--- src/rtl/led_arb_pkg.sv ---
// led_arb_pkg: register map, FSM encoding and bit positions for the LED ownership arbiter
package led_arb_pkg;
    localparam logic [2:0] A_CTRL      = 3'd0;
    localparam logic [2:0] A_STATUS    = 3'd1;
    localparam logic [2:0] A_LED_VAL   = 3'd2;
    localparam logic [2:0] A_LEASE     = 3'd3;
    localparam logic [2:0] A_LEASE_CNT = 3'd4;
    localparam logic [2:0] A_KICK      = 3'd5;
    localparam logic [2:0] A_IRQ_STAT  = 3'd6;
    localparam logic [2:0] A_IRQ_EN    = 3'd7;
    localparam int CTRL_REQ      = 0;
    localparam int ST_GRANTED    = 0;
    localparam int ST_PENDING    = 1;
    localparam int ST_STATE_LSB  = 2;
    localparam int ST_SW_LSB     = 8;
    localparam int IRQ_EXPIRED   = 0;
    localparam int IRQ_PREEMPTED = 1;
    typedef enum logic [1:0] {
        LOCAL    = 2'd0,
        TO_HPS   = 2'd1,
        HPS_OWN  = 2'd2,
        TO_LOCAL = 2'd3
    } arb_state_t;
endpackage

--- src/rtl/led_arb_sync_debounce.sv ---
// led_arb_sync_debounce: 2-flop synchronizer, with a stable-time debouncer when LED_ARB_KEY_DEBOUNCE_EN is defined
module led_arb_sync_debounce #(
    parameter int W = 1
`ifdef LED_ARB_KEY_DEBOUNCE_EN
    , parameter bit DB_EN = 1'b0,
    parameter int DB_CYC = 1000000
`endif
) (
    input  logic         clk,
    input  logic         reset,
    input  logic [W-1:0] d,
    output logic [W-1:0] q
);
    logic [W-1:0] meta, sync;
    // two-stage metastability filter
    always_ff @(posedge clk or posedge reset)
        if (reset) {sync, meta} <= '0;
        else {sync, meta} <= {meta, d};
`ifdef LED_ARB_KEY_DEBOUNCE_EN
    generate
        if (DB_EN) begin : g_db
            localparam int CW = $clog2(DB_CYC + 1);
            logic [CW-1:0] cnt;
            logic [W-1:0] stable;
            // adopt the synchronized value only after it differs for DB_CYC consecutive cycles
            always_ff @(posedge clk or posedge reset)
                if (reset) begin
                    cnt <= '0;
                    stable <= '0;
                end else if (sync == stable) cnt <= '0;
                else if (cnt == CW'(DB_CYC - 1)) begin
                    cnt <= '0;
                    stable <= sync;
                end else cnt <= cnt + 1'b1;
            assign q = stable;
        end else begin : g_nodb
            assign q = sync;
        end
    endgenerate
`else
    assign q = sync;
`endif
endmodule

--- src/rtl/led_owner_arbiter.sv ---
// led_owner_arbiter: lease-based LED bank ownership between HPS (Avalon-MM) and local switch/heartbeat logic
// Optional key debounce is enabled by defining LED_ARB_KEY_DEBOUNCE_EN.
module led_owner_arbiter
    import led_arb_pkg::*;
#(
    parameter int LED_W        = 8,
    parameter int SW_W         = 4,
    parameter int LEASE_W      = 24,
    parameter int HB_DIV       = 25000000,
    parameter int HANDOVER_CYC = 16
`ifdef LED_ARB_KEY_DEBOUNCE_EN
    , parameter int DB_CYC     = 1000000
`endif
) (
    input  logic             clk,
    input  logic             reset,
    input  logic [2:0]       avs_address,
    input  logic             avs_read,
    input  logic             avs_write,
    input  logic [31:0]      avs_writedata,
    output logic [31:0]      avs_readdata,
    input  logic [SW_W-1:0]  sw_in,
    input  logic             key_n,
    output logic [LED_W-1:0] led_out,
    output logic             irq
);
    localparam int HBW = $clog2(HB_DIV + 1);
    localparam int BLW = $clog2(HANDOVER_CYC + 1);
    arb_state_t state;
    logic [SW_W-1:0] sw_sync;
    logic key_held, req, hb, pending;
    logic [HBW-1:0] hb_cnt;
    logic [BLW-1:0] blank;
    logic [LED_W-1:0] led_val, loc;
    logic [LEASE_W-1:0] lease, lease_cnt;
    logic [1:0] irq_stat, irq_en, ev;
    logic [31:0] rd;
    logic wr_ctrl, rel, renew, kick, blank_done, unused;
    led_arb_sync_debounce #(.W(SW_W)) u_sw_sync (
        .clk(clk), .reset(reset), .d(sw_in), .q(sw_sync)
    );
    led_arb_sync_debounce #(
        .W(1)
`ifdef LED_ARB_KEY_DEBOUNCE_EN
        , .DB_EN(1'b1), .DB_CYC(DB_CYC)
`endif
    ) u_key_sync (
        .clk(clk), .reset(reset), .d(~key_n), .q(key_held)
    );
    assign unused     = ^avs_writedata;
    assign wr_ctrl    = avs_write && avs_address == A_CTRL;
    assign rel        = wr_ctrl && !avs_writedata[CTRL_REQ];
    assign renew      = wr_ctrl && avs_writedata[CTRL_REQ];
    assign kick       = avs_write && avs_address == A_KICK;
    assign blank_done = blank == BLW'(HANDOVER_CYC - 1);
    assign pending    = state == LOCAL && req && key_held;
    assign irq        = |(irq_stat & irq_en);
    // interrupt set events; a release or reload in the expiry cycle suppresses EXPIRED
    always_comb begin
        ev = '0;
        ev[IRQ_PREEMPTED] = key_held && (state == TO_HPS || (state == HPS_OWN && !rel));
        ev[IRQ_EXPIRED] = state == HPS_OWN && !rel && !key_held && !renew && !kick
                          && lease != '0 && lease_cnt == '0;
    end
    // local display: heartbeat in the MSB, synchronized switches in the LSBs
    always_comb begin
        loc = '0;
        loc[SW_W-1:0] = sw_sync;
        loc[LED_W-1] = hb;
    end
    // register read mux; unmapped bits stay zero
    always_comb begin
        rd = '0;
        case (avs_address)
            A_CTRL:      rd[CTRL_REQ] = req;
            A_STATUS: begin
                rd[ST_GRANTED] = state == HPS_OWN;
                rd[ST_PENDING] = pending;
                rd[ST_STATE_LSB +: 2] = state;
                rd[ST_SW_LSB +: SW_W] = sw_sync;
            end
            A_LED_VAL:   rd[LED_W-1:0] = led_val;
            A_LEASE:     rd[LEASE_W-1:0] = lease;
            A_LEASE_CNT: rd[LEASE_W-1:0] = lease_cnt;
            A_IRQ_STAT:  rd[1:0] = irq_stat;
            A_IRQ_EN:    rd[1:0] = irq_en;
            default:     rd = '0;
        endcase
    end
    // ownership FSM with bus registers, lease countdown and sticky interrupt status
    always_ff @(posedge clk or posedge reset) begin
        if (reset) begin
            state <= LOCAL;
            blank <= '0;
            req <= 1'b0;
            led_val <= '0;
            lease <= '0;
            lease_cnt <= '0;
            irq_stat <= '0;
            irq_en <= '0;
        end else begin
            if (wr_ctrl) req <= avs_writedata[CTRL_REQ];
            if (avs_write && avs_address == A_LED_VAL) led_val <= avs_writedata[LED_W-1:0];
            if (avs_write && avs_address == A_LEASE) lease <= avs_writedata[LEASE_W-1:0];
            if (avs_write && avs_address == A_IRQ_EN) irq_en <= avs_writedata[1:0];
            irq_stat <= (irq_stat & ~((avs_write && avs_address == A_IRQ_STAT) ? avs_writedata[1:0] : 2'b00)) | ev;
            blank <= blank + 1'b1;
            case (state)
                LOCAL:
                    if (req && !key_held) begin
                        state <= TO_HPS;
                        blank <= '0;
                    end
                TO_HPS:
                    if (!req || key_held) state <= LOCAL;
                    else if (blank_done) begin
                        state <= HPS_OWN;
                        lease_cnt <= lease;
                    end
                HPS_OWN: begin
                    if (renew || kick) lease_cnt <= lease;
                    else if (lease != '0 && lease_cnt != '0) lease_cnt <= lease_cnt - 1'b1;
                    if (rel || key_held || ev[IRQ_EXPIRED]) begin
                        state <= TO_LOCAL;
                        blank <= '0;
                    end
                    if (ev[IRQ_EXPIRED]) req <= 1'b0;
                end
                TO_LOCAL:
                    if (blank_done) state <= LOCAL;
                default: state <= LOCAL;
            endcase
        end
    end
    // heartbeat divider, free-running in every state
    always_ff @(posedge clk or posedge reset)
        if (reset) begin
            hb_cnt <= '0;
            hb <= 1'b0;
        end else if (hb_cnt == HBW'(HB_DIV - 1)) begin
            hb_cnt <= '0;
            hb <= ~hb;
        end else hb_cnt <= hb_cnt + 1'b1;
    // registered LED drive and read data
    always_ff @(posedge clk or posedge reset)
        if (reset) begin
            led_out <= '0;
            avs_readdata <= '0;
        end else begin
            led_out <= state == LOCAL ? loc : state == HPS_OWN ? led_val : '0;
            if (avs_read) avs_readdata <= rd;
        end
endmodule

--- config.mk ---
export PLATFORM = sky130hd
export DESIGN_NAME = led_owner_arbiter
export DESIGN_NICKNAME = d
export VERILOG_FILES = /design/src/rtl/led_arb_pkg.sv /design/src/rtl/led_arb_sync_debounce.sv /design/src/rtl/led_owner_arbiter.sv
export SDC_FILE = /design/constraint.sdc
export NUM_CORES = 1
export LEC_CHECK = 0
export CORE_MARGIN = 4
export CORE_UTILIZATION = 60
export DETAILED_ROUTE_END_ITERATION = 8
export GPL_ROUTABILITY_DRIVEN = 0
export GPL_TIMING_DRIVEN = 0
export PLACE_DENSITY = 0.95
export SLEW_MARGIN = 20
export SYNTH_ARGS = -nofsm -noshare
export SYNTH_HDL_FRONTEND = slang
export SYNTH_SLANG_ARGS = --single-unit
--- constraint.sdc ---
create_clock -name clk -period 8.9 [get_ports clk]
set_input_delay 2.67 -clock clk [delete_from_list [all_inputs] [get_ports clk]]
set_output_delay 2.67 -clock clk [all_outputs]
set_load 0.02 [all_outputs]
==> metrics.cfg, run 1 <==
[status]
outcome=finished clean

[sta]
finalCritPeriodShare=0.5746
hold_slack_ps=348.7
rsz0062_at_grt=no
drv_slew=0
worst_pin_slew_ps=932.4
maxSlewHeadroom=0.3732
fin_skew_ps=7.694
hold_viol=0
fin_ws_ps=3786
period_minus_slack_ps=5114
setup_viol=0
max_freq_mhz=195.6
fin_tns_setup_ps=0

[hold_path]
hold_path_class=flip-flop to flip-flop
hold_path_depth=0
worstHoldStart=u_sw_sync.meta[0]$_DFF_PP0_

[power_and_ir_drop]
p_total_w=0.002015
power_density_mw_per_mm2=247.7
pwr-share-seq=0.440
netSwitchingPower_w=0.0006867
vdd_drop_max_uv=167.0
cellLeakagePower_nw=3.404
power_frac_comb=0.235
p_int_w=0.001328
p_sw_frac=0.3408
clockPowerShare=0.325

[finish]
n_antenna_cell=0
syn_to_final_growth_pct=21.65
fill_cells=696
drive_gt1_frac=0.1379
layout_commonest_cell=dfrtp_1
design_area_sq_mm=0.008135
final_cell_mix=dfrtp_1, nor2_1, clkdlybuf4s50_1
nets=784

[global_route]
antenna_found_initial=0
grt_usage=0.3052
grt_pass1_vias=6093
grt-ovfl-total=0
grt_first_pass_wirelength_mm=30.61
grt_max_degree=116

[cts]
clk_pin_slew_ps=60
cts_buffers=17
ctsHoldBuffers=0
htreeDepth=4
clk_path_buf_depth=2
cts_resized=0
clock_latency_ps=540
cts-root-buf=clkbuf_8
clock-sinks=136
post_cts_buffers=0
cts_tree=built

[floorplanning]
die_x_um=113.6
core_sq_mm=0.01089
initial_core_util=0.6142
io_pins=85
die_area_sq_mm=0.01290
rows=38
die_y_um=113.6

[routing]
wl_mm=19.31
ant_nets=0
drtPass1Iterations=7
drt-initial-drc-count=868
via_count=6023
routed_via_density=6.790
wl_per_cell_um=21.77
drc=0

[placement]
dp_worst_setup_slack_ps=3555
post-dp-hpwl_mm=12.39
dpl_cell_area_sq_mm=0.007585
port_buffers=66

[critical_path]
r2r_start=blank[0]$_DFF_PP0_
crit_path_start=avs_address[1]
cp.arrival_ps=5530
crit_path_end_kind=flip-flop
startpoint_type=primary input
worstPathMaxFanout=10
reg2reg_depth=9
worstSetupPathType=primary input to flip-flop
required_ps=9310

[synth]
yosysTopAreaCell=dfrtp_1
ys.flop_type=dfrtp_1
yosysWarnings=0
syn_avg_cell_area_sq_um=10.42
synth_top_area_share=0.5089
synthArstFlopShare=1.000
syn-cell-area_sq_mm=0.006688
synth.distinct_cells=65
ys_seq_elements=136
yosys-top-cells-area=dfrtp_1, mux2_2, nor2_1
syn_inst=642
synth-seq-area-share=0.5089
synth-edff-count=0

[run]
maxCapViolations=0

-- sequential cells by signal, summed over array words and instances (netlist names), 5 cells and up, named ones only --
register	flops
avs_readdata	24
blank	5
hb_cnt	25
lease	24
lease_cnt	24
led_out	8
led_val	8
-- worst paths after layout --
path | slack [ps] | endpoint
worst max-delay path | 3790 | lease_cnt[10]$_DFFE_PP0P_
worst min-delay path | 350 | u_sw_sync.q[0]$_DFF_PP0_
worst max register to register | 6000 | lease_cnt[10]$_DFFE_PP0P_
worst min register to register | 350 | u_sw_sync.q[0]$_DFF_PP0_
max in group asynchronous | 5650 | led_val[5]$_DFFE_PP0P_
min in group asynchronous | 2470 | blank[1]$_DFF_PP0_
-- power by group through the flow --
| stage | clock network (W) | logic, W | registers, W |
|---|---|---|---|
| floorplan | 0 | 0.000296 | 0.000861 |
| global route | 0.000687 | 0.000504 | 0.000893 |
| detailed placement | 0 | 0.000446 | 0.000881 |
| global placement | 0 | 0.000423 | 0.000871 |
| CTS | 0.000656 | 0.000462 | 0.000875 |
| finish | 0.000655 | 0.000473 | 0.000886 |
-- routing by layer --
layer / routed length (um) / global-route usage
met1: 6857 / 0.3662
met2: 9241 / 0.4876
met3: 2104 / 0.08435
met4: 1105 / 0.1915
met5: 0 / 0
-- cells by family after synthesis --
family                   share of synthesized area
other                                    0.0005607
flip-flops                                  0.5089
buffers and inverters                      0.03760
XOR/XNOR                                   0.02881
AO/OA/AOI/OAI                               0.1278
AND/OR/NAND/NOR                             0.1940
adder cells (fa/ha/maj)                   0.009355
multiplexers                               0.09298
-- stage by stage --
stage,std cells,util
6_report,887,0.7472
5_1_grt,887,0.7472
4_1_cts,887,0.7472
3_5_place_dp,856,0.6966
3_3_place_gp,855,0.6934
2_1_floorplan,649,-
-- synthesized netlist by cell type, types with 6 or more instances --
cell type,count
dfrtp_1,136
nor2_1,72
a21oi_1,47
mux2_2,38
nand2_1,35
nand3_1,32
a22oi_1,23
nor3_1,19
clkbuf_1,18
mux2i_1,16
nor4_1,16
inv_1,14
xnor2_1,12
o211ai_1,10
xor2_1,10
buf_2,9
buf_4,8
and3_1,7
o21ai_0,7
nand2b_1,6
nor2b_1,6
o22ai_1,6
or3_1,6
-- final cells by class --
cell class                 count  area (sq um)  share of cell area
clock inverter                13         122.6             0.01507
tap                          140         175.2             0.02153
sequential                   136          3403              0.4183
timing repair buffer          67         688.2             0.08459
clock buffer                  18         427.9             0.05260
multi-input combinational    459          3059              0.3760
inverter                      14         60.06            0.007382
buffer                        40         198.9             0.02445
-- worst max-delay path: stages --
cell and delay (ps):
clkdlybuf4s50_1 550, nor4b_1 660, a221o_1 350, buf_2 280, buf_1 540, a21oi_1 170
o21ai_0 310
Power figures use the tool's default switching activity.
==> run 2, diff against run 1 <==
CORE_UTILIZATION = 50   (was 60)
PLACE_DENSITY = 0.88   (was 0.95)
clock period = 4.1 ns   (was 8.9 ns; I/O delays follow)
==> run 2 against run 1 <==
The flow now finishes with violations (DRC). Via count shrank 4.1%. Core utilization shrank 10 points. Sequential power grew 110%. Non-clock buffer count grew 3. Die area grew 19%. Total power grew 130%. Clock-buffer cell count grew 3. Register-to-register slack lost 4700 ps. Combinational power grew 110%. Worst setup slack lost 3200 ps. Largest power group unchanged. Hold slack lost 3.1 ps.
==> metrics.cfg, run 2 (synthesized netlist as in run 1, its figures left out) <==
[global_route]
grt-ovfl-total=0
grt_first_pass_wirelength_mm=29.73
antenna_found_initial=0
grt_usage=0.2545
grt_max_degree=34
grt_pass1_vias=5900

[power_and_ir_drop]
power_frac_comb=0.219
p_sw_frac=0.3103
pwr-share-seq=0.417
clockPowerShare=0.364
p_int_w=0.003150
p_total_w=0.004567
cellLeakagePower_nw=3.485
netSwitchingPower_w=0.001417
power_density_mw_per_mm2=547.8
vdd_drop_max_uv=361.4

[finish]
drive_gt1_frac=0.1425
n_antenna_cell=0
syn_to_final_growth_pct=24.66
layout_commonest_cell=dfrtp_1
final_cell_mix=dfrtp_1, nor2_1, clkdlybuf4s50_1
nets=787
largest_reg_flops=25
fin_util=0.6475
regMostFlops=hb_cnt
fin_cells=923

[sta]
fin_ws_ps=578.8
setup_viol=0
maxSlewHeadroom=0.3604
hold_viol=0
worst_pin_slew_ps=955.7
rsz0062_at_grt=no
drv_slew=0
max_freq_mhz=284.0
fin_skew_ps=10.59
fin_tns_setup_ps=0
period_minus_slack_ps=3521
finalCritPeriodShare=0.8588

[critical_path]
reg2reg_depth=9
crit_path_end_kind=flip-flop
r2r_setup_slack_ps=1310
worstPathMaxFanout=10
r2r_start=blank[0]$_DFF_PP0_
startpoint_type=primary input
required_ps=4400
cp.arrival_ps=3820
worstSetupPathType=primary input to flip-flop
crit_path_start=avs_address[2]
crit_path_end=lease[5]$_DFFE_PP0P_
r2r-end=lease_cnt[10]$_DFFE_PP0P_

[cts]
cts-root-buf=clkbuf_16
ctsHoldBuffers=0
cts_buffers=17
clk_pin_slew_ps=60
htreeDepth=4
clock-sinks=136
clk_path_buf_depth=2
cts_resized=0
cts_tree=built
clock_latency_ps=430
post_cts_buffers=0

[routing]
drt-initial-drc-count=696
wl_per_cell_um=19.79
drc=1
routed_via_density=6.261
drtPass1Iterations=9
wl_mm=18.27
via_count=5779
ant_nets=0

[floorplanning]
initial_core_util=0.5194
rows=41
die_area_sq_mm=0.01529
core_sq_mm=0.01288
die_x_um=123.7
die_y_um=123.7
io_pins=85

[hold_path]
hold_path_class=flip-flop to flip-flop

[status]
violations=DRC
outcome=complete, but fails checks

[placement]
port_buffers=66
dp_worst_setup_slack_ps=273.4
post-dp-hpwl_mm=12.77
dpl.cell_count=891

[run]
maxCapViolations=0

run 2: cell types whose count changed in the layout (fill, tap and decap cells not counted), sizes merged:
cell      delta
clkinvlp     -1
bufinv       +3
clkinv       -1
inv          -3
buf          +3
clkbuf       +3
run 2: worst min path at each step:
stage / end / from / cells after the start / slack, ps
detailed placement: u_sw_sync.q[0]$_DFF_PP0_ / u_sw_sync.meta[0]$_DFF_PP0_ / 0 / 340
global route: u_sw_sync.q[0]$_DFF_PP0_ / u_sw_sync.meta[0]$_DFF_PP0_ / 0 / 350
floorplan: u_key_sync.q$_DFF_PP0_ / u_key_sync.meta$_DFF_PP0_ / 0 / 330
finish: u_sw_sync.q[0]$_DFF_PP0_ / u_sw_sync.meta[0]$_DFF_PP0_ / 0 / 350
CTS: u_sw_sync.q[0]$_DFF_PP0_ / u_sw_sync.meta[0]$_DFF_PP0_ / 0 / 350
global placement: u_key_sync.q$_DFF_PP0_ / u_key_sync.meta$_DFF_PP0_ / 0 / 330
run 2: critical path, stage by stage:
cell and delay (ps):
clkdlybuf4s50_1 530, clkbuf_1 370, nand2b_1 380, nor2_1 220, nand2_1 320, buf_2 380
mux2_2 380
run 2: metal layers:
metal,vias up,track usage,wire length [um]
met5,-,0,0
met3,92,0.06267,1838
met4,0,0.1433,888
li1,2542,-,-
met1,2753,0.3177,6826
met2,392,0.4055,8714
run 2: per-stage QoR:
stage / hold slack [ps] / instance area (sq um)
after CTS: 347.9 / 8337
after floorplan: 331.2 / 6718
after detailed placement: 336.3 / 7689
after global routing: 353.9 / 8337
after global placement: 332.5 / 7594
final: 345.6 / 8337
run 2: area by class of cell:
| type | instances | area (sq um) |
|---|---|---|
| buffer | 40 | 198.9 |
| tap | 172 | 215.2 |
| clock inverter | 11 | 167.7 |
| timing repair buffer | 70 | 755.7 |
| inverter | 14 | 56.30 |
| clock buffer | 21 | 480.5 |
| fill | 973 | 4539 |
| multi-input combinational | 459 | 3059 |
| sequential | 136 | 3403 |
run 2: power by group through the flow:
stage / Clock, W / Combinational, W / Sequential (W)
4_1_cts: 0.00168 / 0.000992 / 0.00189
6_report: 0.00166 / 0.00100 / 0.00190
2_1_floorplan: 0 / 0.000643 / 0.00187
3_3_place_gp: 0 / 0.000926 / 0.00189
3_5_place_dp: 0 / 0.000975 / 0.00191
5_1_grt: 0.00174 / 0.00110 / 0.00193
